$ cat src/rtl/cp0_ctrl.sv
// cp0_ctrl: coprocessor-0 exception/interrupt controller holding SR, Cause, EPC and PRId.
// Optional macro CP0_BD_EN enables branch-delay-slot EPC rewind and Cause.BD.
module cp0_ctrl #(
  parameter logic [31:0] PRID_VAL     = 32'h1705_0007,
  parameter logic [31:0] HANDLER_ADDR = 32'h0000_4180
) (
  input  logic        clk,
  input  logic        reset,
  input  logic [5:0]  HWInt,
  input  logic        ExcReq,
  input  logic [4:0]  ExcCode_In,
  input  logic [31:0] PC_M,
  input  logic        BD_In,
  input  logic        CP0We,
  input  logic [4:0]  CP0Addr,
  input  logic [31:0] CP0DataIn,
  input  logic        EXLClr,
  output logic [31:0] CP0DataOut,
  output logic        IntReq,
  output logic [31:0] EPC
);

  localparam logic [4:0] ADDR_SR    = 5'd12;
  localparam logic [4:0] ADDR_CAUSE = 5'd13;
  localparam logic [4:0] ADDR_EPC   = 5'd14;
  localparam logic [4:0] ADDR_PRID  = 5'd15;

  // SR.EXL is the state bit: NORMAL accepts traps, HANDLER blocks nesting.
  typedef enum logic {
    NORMAL  = 1'b0,
    HANDLER = 1'b1
  } exl_state_t;

  exl_state_t  state_r;
  exl_state_t  state_nxt_s;
  logic [5:0]  im_r;
  logic [5:0]  im_nxt_s;
  logic        ie_r;
  logic        ie_nxt_s;
  logic [5:0]  ip_r;
  logic [4:0]  exc_code_r;
  logic [4:0]  exc_code_nxt_s;
  logic        bd_r;
  logic        bd_nxt_s;
  logic [31:0] epc_r;
  logic [31:0] epc_nxt_s;

  logic        exl_s;
  logic        int_s;
  logic        exc_s;
  logic        int_req_s;
  logic        sr_we_s;
  logic        epc_we_s;
  logic        exl_wr_s;
  logic [31:0] trap_epc_s;
  logic        trap_bd_s;
  logic [31:0] rd_data_s;

  assign exl_s     = (state_r == HANDLER);
  assign int_s     = (|(HWInt & im_r)) & ie_r & ~exl_s;
  assign exc_s     = ExcReq & ~exl_s;
  assign int_req_s = int_s | exc_s;
  assign sr_we_s   = CP0We & (CP0Addr == ADDR_SR);
  assign epc_we_s  = CP0We & (CP0Addr == ADDR_EPC);
  // An SR write lands first, then a coincident eret clears EXL on top of it.
  assign exl_wr_s  = sr_we_s ? CP0DataIn[1] : exl_s;

`ifdef CP0_BD_EN
  assign trap_epc_s = BD_In ? ({PC_M[31:2], 2'b00} - 32'd4) : {PC_M[31:2], 2'b00};
  assign trap_bd_s  = BD_In;
  logic unused_ok;
  assign unused_ok = &{1'b0, PC_M[1:0], HANDLER_ADDR[0]};
`else
  assign trap_epc_s = {PC_M[31:2], 2'b00};
  assign trap_bd_s  = 1'b0;
  logic unused_ok;
  assign unused_ok = &{1'b0, PC_M[1:0], BD_In, HANDLER_ADDR[0]};
`endif

  // Next-state and register update selection; a trap overrides any mtc0.
  always_comb begin
    state_nxt_s    = state_r;
    im_nxt_s       = im_r;
    ie_nxt_s       = ie_r;
    exc_code_nxt_s = exc_code_r;
    bd_nxt_s       = bd_r;
    epc_nxt_s      = epc_r;
    if (int_req_s) begin
      state_nxt_s    = HANDLER;
      epc_nxt_s      = trap_epc_s;
      exc_code_nxt_s = int_s ? 5'd0 : ExcCode_In;
      bd_nxt_s       = trap_bd_s;
    end else begin
      if (sr_we_s) begin
        im_nxt_s = CP0DataIn[15:10];
        ie_nxt_s = CP0DataIn[0];
      end else begin
        im_nxt_s = im_r;
        ie_nxt_s = ie_r;
      end
      if (epc_we_s) begin
        epc_nxt_s = {CP0DataIn[31:2], 2'b00};
      end else begin
        epc_nxt_s = epc_r;
      end
      if (exl_wr_s & ~EXLClr) begin
        state_nxt_s = HANDLER;
      end else begin
        state_nxt_s = NORMAL;
      end
    end
  end

  // CP0 state registers; Cause.IP tracks the interrupt lines every cycle.
  always_ff @(posedge clk) begin
    if (reset) begin
      state_r    <= NORMAL;
      im_r       <= 6'd0;
      ie_r       <= 1'b0;
      ip_r       <= 6'd0;
      exc_code_r <= 5'd0;
      bd_r       <= 1'b0;
      epc_r      <= 32'd0;
    end else begin
      state_r    <= state_nxt_s;
      im_r       <= im_nxt_s;
      ie_r       <= ie_nxt_s;
      ip_r       <= HWInt;
      exc_code_r <= exc_code_nxt_s;
      bd_r       <= bd_nxt_s;
      epc_r      <= epc_nxt_s;
    end
  end

  // mfc0 read mux; no bypass of same-cycle writes.
  always_comb begin
    rd_data_s = 32'd0;
    case (CP0Addr)
      ADDR_SR:    rd_data_s = {16'd0, im_r, 8'd0, exl_s, ie_r};
      ADDR_CAUSE: rd_data_s = {bd_r, 15'd0, ip_r, 3'd0, exc_code_r, 2'd0};
      ADDR_EPC:   rd_data_s = epc_r;
      ADDR_PRID:  rd_data_s = PRID_VAL;
      default:    rd_data_s = 32'd0;
    endcase
  end

  assign CP0DataOut = rd_data_s;
  assign IntReq     = int_req_s;
  assign EPC        = epc_r;

endmodule

$ cat config.mk
export PLATFORM = sky130hd
export DESIGN_NAME = cp0_ctrl
export DESIGN_NICKNAME = d
export VERILOG_FILES = /design/src/rtl/cp0_ctrl.sv
export SDC_FILE = /design/constraint.sdc
export NUM_CORES = 1
export LEC_CHECK = 0
export CAP_MARGIN = 20
export CORE_MARGIN = 2
export CORE_UTILIZATION = 39
export DETAILED_ROUTE_END_ITERATION = 6
export PLACE_DENSITY = 0.82
export SLEW_MARGIN = 5
export SYNTH_ARGS = -nofsm -noshare
export SYNTH_HDL_FRONTEND = slang
export SYNTH_SLANG_ARGS = --single-unit
$ cat constraint.sdc
create_clock -name clk -period 2.25 [get_ports clk]
set_clock_uncertainty 0.2 [all_clocks]
set_input_delay 0.45 -clock clk [delete_from_list [all_inputs] [get_ports clk]]
set_output_delay 0.45 -clock clk [all_outputs]
set_load 0.1 [all_outputs]
### Word level (Yosys, flattened, before mapping)

Index checks and enable logic that the tools add are counted.

| cells by class | value |
|---|---|
| reductions and logical operators | 3 |
| muxes and demuxes | 7 |
| bitwise gates (word level) | 11 |
| eq/ne operators | 4 |

Operator list:

| operator | number |
|---|---|
| $pmux W32 S4 | 1 |
| $mux W32 | 2 |
| $eq A5 B4 Y1 const B | 4 |
| $and A1 B1 Y1 | 6 |
| $and A6 B6 Y6 | 1 |
| $reduce_or A6 Y1 | 1 |
| $mux W5 | 1 |
| $mux W1 | 3 |
| $not A1 Y1 | 3 |
| $reduce_and A2 Y1 | 1 |
| $reduce_bool A2 Y1 | 1 |
| $or A1 B1 Y1 | 1 |

| word-level totals | value |
|---|---|
| input bits | 86 |
| logic and storage cells | 31 |
| output and inout bits | 65 |
| register bits | 49 |

### Depth between registers and ports, before layout

| logic depth | value |
|---|---|
| depth in word-level cells | 7 |
| mapped depth | 7 |

### Worst setup path before layout

No wires, ideal clock.

| timing path | value |
|---|---|
| path kind | flip-flop to output port |
| start | reg epc_r[2], in the netlist EPC[2] |
| end | out CP0DataOut[2] |
| arrival | 2,635 ps |
| path buffers | 0 |
| stages on the path, launching flop included | 3 |
| required time | 1,600 ps |
| setup slack | -1,035 ps |
| path through | dfxtp_1 -> o21ai_0 -> a21oi_1 |

| on the way | value |
|---|---|
| longest elaborated chain between the ends | 1 |

Ends and longest elaborated chain:

| what | line | source |
|---|---|---|
| start: declaration | 45 | `logic [31:0] epc_r;` |
| start signal: assignment | 131 | `epc_r <= epc_nxt_s;` |
| $pmux W32 S4 | 138 | `case (CP0Addr)` |
| end: declaration | 18 | `output logic [31:0] CP0DataOut,` |

Every way passes these cells.

### Worst setup path after layout

| timing path | value |
|---|---|
| start | in CP0Addr[3] |
| end | out CP0DataOut[23] |

| on the way | value |
|---|---|
| longest elaborated chain between the ends | 2 |
| elaborated cells between the ends (all ways) | 5 |
| those cells by class | eq/ne (4); mux (1) |

Ends and longest elaborated chain:

| what | line | source |
|---|---|---|
| start: declaration | 15 | `input logic [4:0] CP0Addr,` |
| $eq A5 B4 Y1 | 138 |  |
| $pmux W32 S4 (*) | 138 |  |

Mark *: on every way between the ends. The rest lies on a longest branch, timed or not.

==> qor.yml <==
pwr:
  power_frac_seq_pct: 37.9
  swShare_pct: 37.8
  worst_ir_drop_vdd_mv: 0.341
  p_int_uw: 1600
  pwr-share-comb_pct: 36.1
  power_density_nw_per_um2: 502
  switchingPower_uw: 973
  leakage_uw: 0.00199
  p_clk_share_pct: 26.0
clocking:
  cts_num_sinks: 49
  holdBufCountCts: 0
  worstSkewPairLatency_ps: 310
  cts_tree: "built"
  cts_root_buf: "clkbuf_8"
  clockBufferDepth: 2
  htree_levels: 2
  numCtsBuffers: 5
  clk_pin_slew_worst_paths_ps: 100
logic_synthesis:
  seq_area_frac_synth_pct: 37.1
  ys_ff_latch: 49
  avgSynthCellArea_um2: 8.12
  ys_types: 28
  yosys_warnings: 0
  mappedNetlistArea_um2: 2650
  synthCells: 326
timing:
  layout_setup_ws_ps: 24.6
  rsz0062_at_grt: "false"
  min_period_ps: 2230
  finalSetupViolCount: 0
  slew_violations: 0
  relSlewSlack_pct: 63.9
  hold_viol: 0
  whs_ps: 200
  fmax_ghz: 0.449
  post-route-period-util_pct: 98.9
  fin_tns_setup_ps: 0
  tightest_slew_ps: 541
floorplanning:
  die_w_um: 86.4
  num_rows: 30
  die_y_um: 86.4
  dieArea_um2: 7460
  ios: 151
  core_um2: 6680
  start_util_pct: 39.6
place:
  post-place-ws_ps: -325
  io_buffers: 145
  dp_hpwl_um: 7060
  gp_congestion: 0.851
  placed_cell_area_um2: 4760
critical_path:
  cp_max_fo: 5
  cp-startpoint: "CP0Addr[3]"
  critPathTopFamily: "buffers and inverters"
  worstReg2RegStart: "im_r[1]"
  startpoint_type: "input port"
  cp_data_arrival_time_ps: 1580
  crit_path_end_kind: "output pin"
  crit_path_max_incr_delay_ps: 350
  required_ps: 1600
  path_cells: "dlygate4sd2_1 -> and3b_2 -> buf_6 -> and3_4 -> buf_12"
  path_class: "in2out"
  worst_path_max_delay_cell: "and3b_2"
  critPathBufInv: 3
detailed_routing:
  num_vias: 3018
  drtIter0Drc: 173
  ant_nets: 0
  wire_per_inst_um: 17.6
  drc: 0
  dr.pass1.iters: 4
  drt-total-wl_um: 9950
  vias_per_cell: 5.34
global_routing:
  grt_pass1_wl_um: 15600
  antenna_found_initial: 0
  grt_overflow_total: 0
  grt_util_all_layers_pct: 26.3
  grt_max_degree: 35
  use_met3_pct: 5.24
  grt_pass1_vias: 3030
  grt_busiest_layer: "met2"
  grtUsageMet2_pct: 45.3
  globalRouteMet1Util_pct: 32.8
layout:
  layout.filler_cells: 440
  mostFrequentLayoutCells: "69 x clkdlybuf4s50_1, 64 x nand2_1, 49 x nor2_1, 49 x buf_4, 41 x buf_12"
  fin_util_pct: 76.7
  final_cell_area_um2: 5130
  drive_gt1_share_pct: 42.7
  nets: 570
  antennaDiodeCount: 0
  layout_commonest_cell: "clkdlybuf4s50_1"
  area_delta_synth_final_pct: 93.7
min_path:
  min_path_type: "in2reg"
  min-delay-start: "HWInt[3]"
status:
  status: "complete, no violations"
job:
  drv_cap: 0
cells by family after synthesis:
family	after synthesis	synth area share (%)
other	1	0.142
AO/OA/AOI/OAI	53	19.8
AND/OR/NAND/NOR	172	28.9
buffers and inverters	33	7.37
multiplexers	18	6.81
flip-flops	49	37.1
sequential cells by signal, summed over array words and instances (netlist names):
name,count
ie_r,1
exc_code_r,5
im_r,6
EPC,30
ip_r,6
exl_s,1
path summary, 6_finish.rpt:
path                    end  slack [ps]  cells after the start
max          CP0DataOut[23]          20                      5
min                 ip_r[3]         200                      2
max reg2reg         EPC[16]         270                      6
min reg2reg         EPC[20]         290                      2
cell type report:
type,instances,area (µm²),area share (%)
multi-input cells,245,1740,34.0
repair buffers,180,2130,41.6
well taps,80,100,1.95
clock buffers,5,68.8,1.34
inverters,3,15.0,0.293
clock inverters,3,46.3,0.903
flip-flops and latches,49,1020,19.9
cell usage after synthesis (all sizes together):
library cell  instances  area, µm²
mux2i                18        180
and3b                 1       8.76
nand2b               14       87.6
and4                  2       17.5
and3                 14       92.6
a31o                  1       8.76
buf                  21        150
o21bai                2       15.0
a41o                  1       10.0
conb                  1       3.75
a311oi               30        375
dfxtp                49        981
a22oi                 7       52.6
nand2                65        244
nor2                 65        244
nand3b                1       7.51
nor2b                 8       52.6
a21oi                10       50.1
nand3                 2       10.0
inv                   3       11.3
a31oi                 1       6.26
o21ai                 1       5.00
clkbuf                9       33.8
routing by layer:
| layer | share of wire [%] | routed length, µm |
|---|---|---|
| met4 | 2.4 | 240 |
| met3 | 6.8 | 674 |
| met5 | 0 | 0 |
| met1 | 40 | 3960 |
| met2 | 51 | 5070 |
power by group through the flow:
stage                     clock network [µW]  logic, µW  registers [µW]
after floorplan                            0        283            1280
after global placement                     0        871             989
after detailed placement                   0        881             992
after CTS                                674        921             975
after global routing                     701        964             984
final                                    670        929             976
what timing repair did:
item / in CTS / in global routing
setup buffers: 8 / 0
cloned: 4 / 0
endpoints found under the setup margin: 33 / 28
resized for setup: 39 / 8
pin swaps: 10 / 5
per-stage QoR:
stage | total power (µW) | instances
6_report | 2580 | 565
5_1_grt | 2650 | 565
4_1_cts | 2570 | 565
3_5_place_dp | 1870 | 545
3_3_place_gp | 1860 | 545
2_1_floorplan | 1560 | 327
Note: power is estimated with default switching activity, not from simulation.
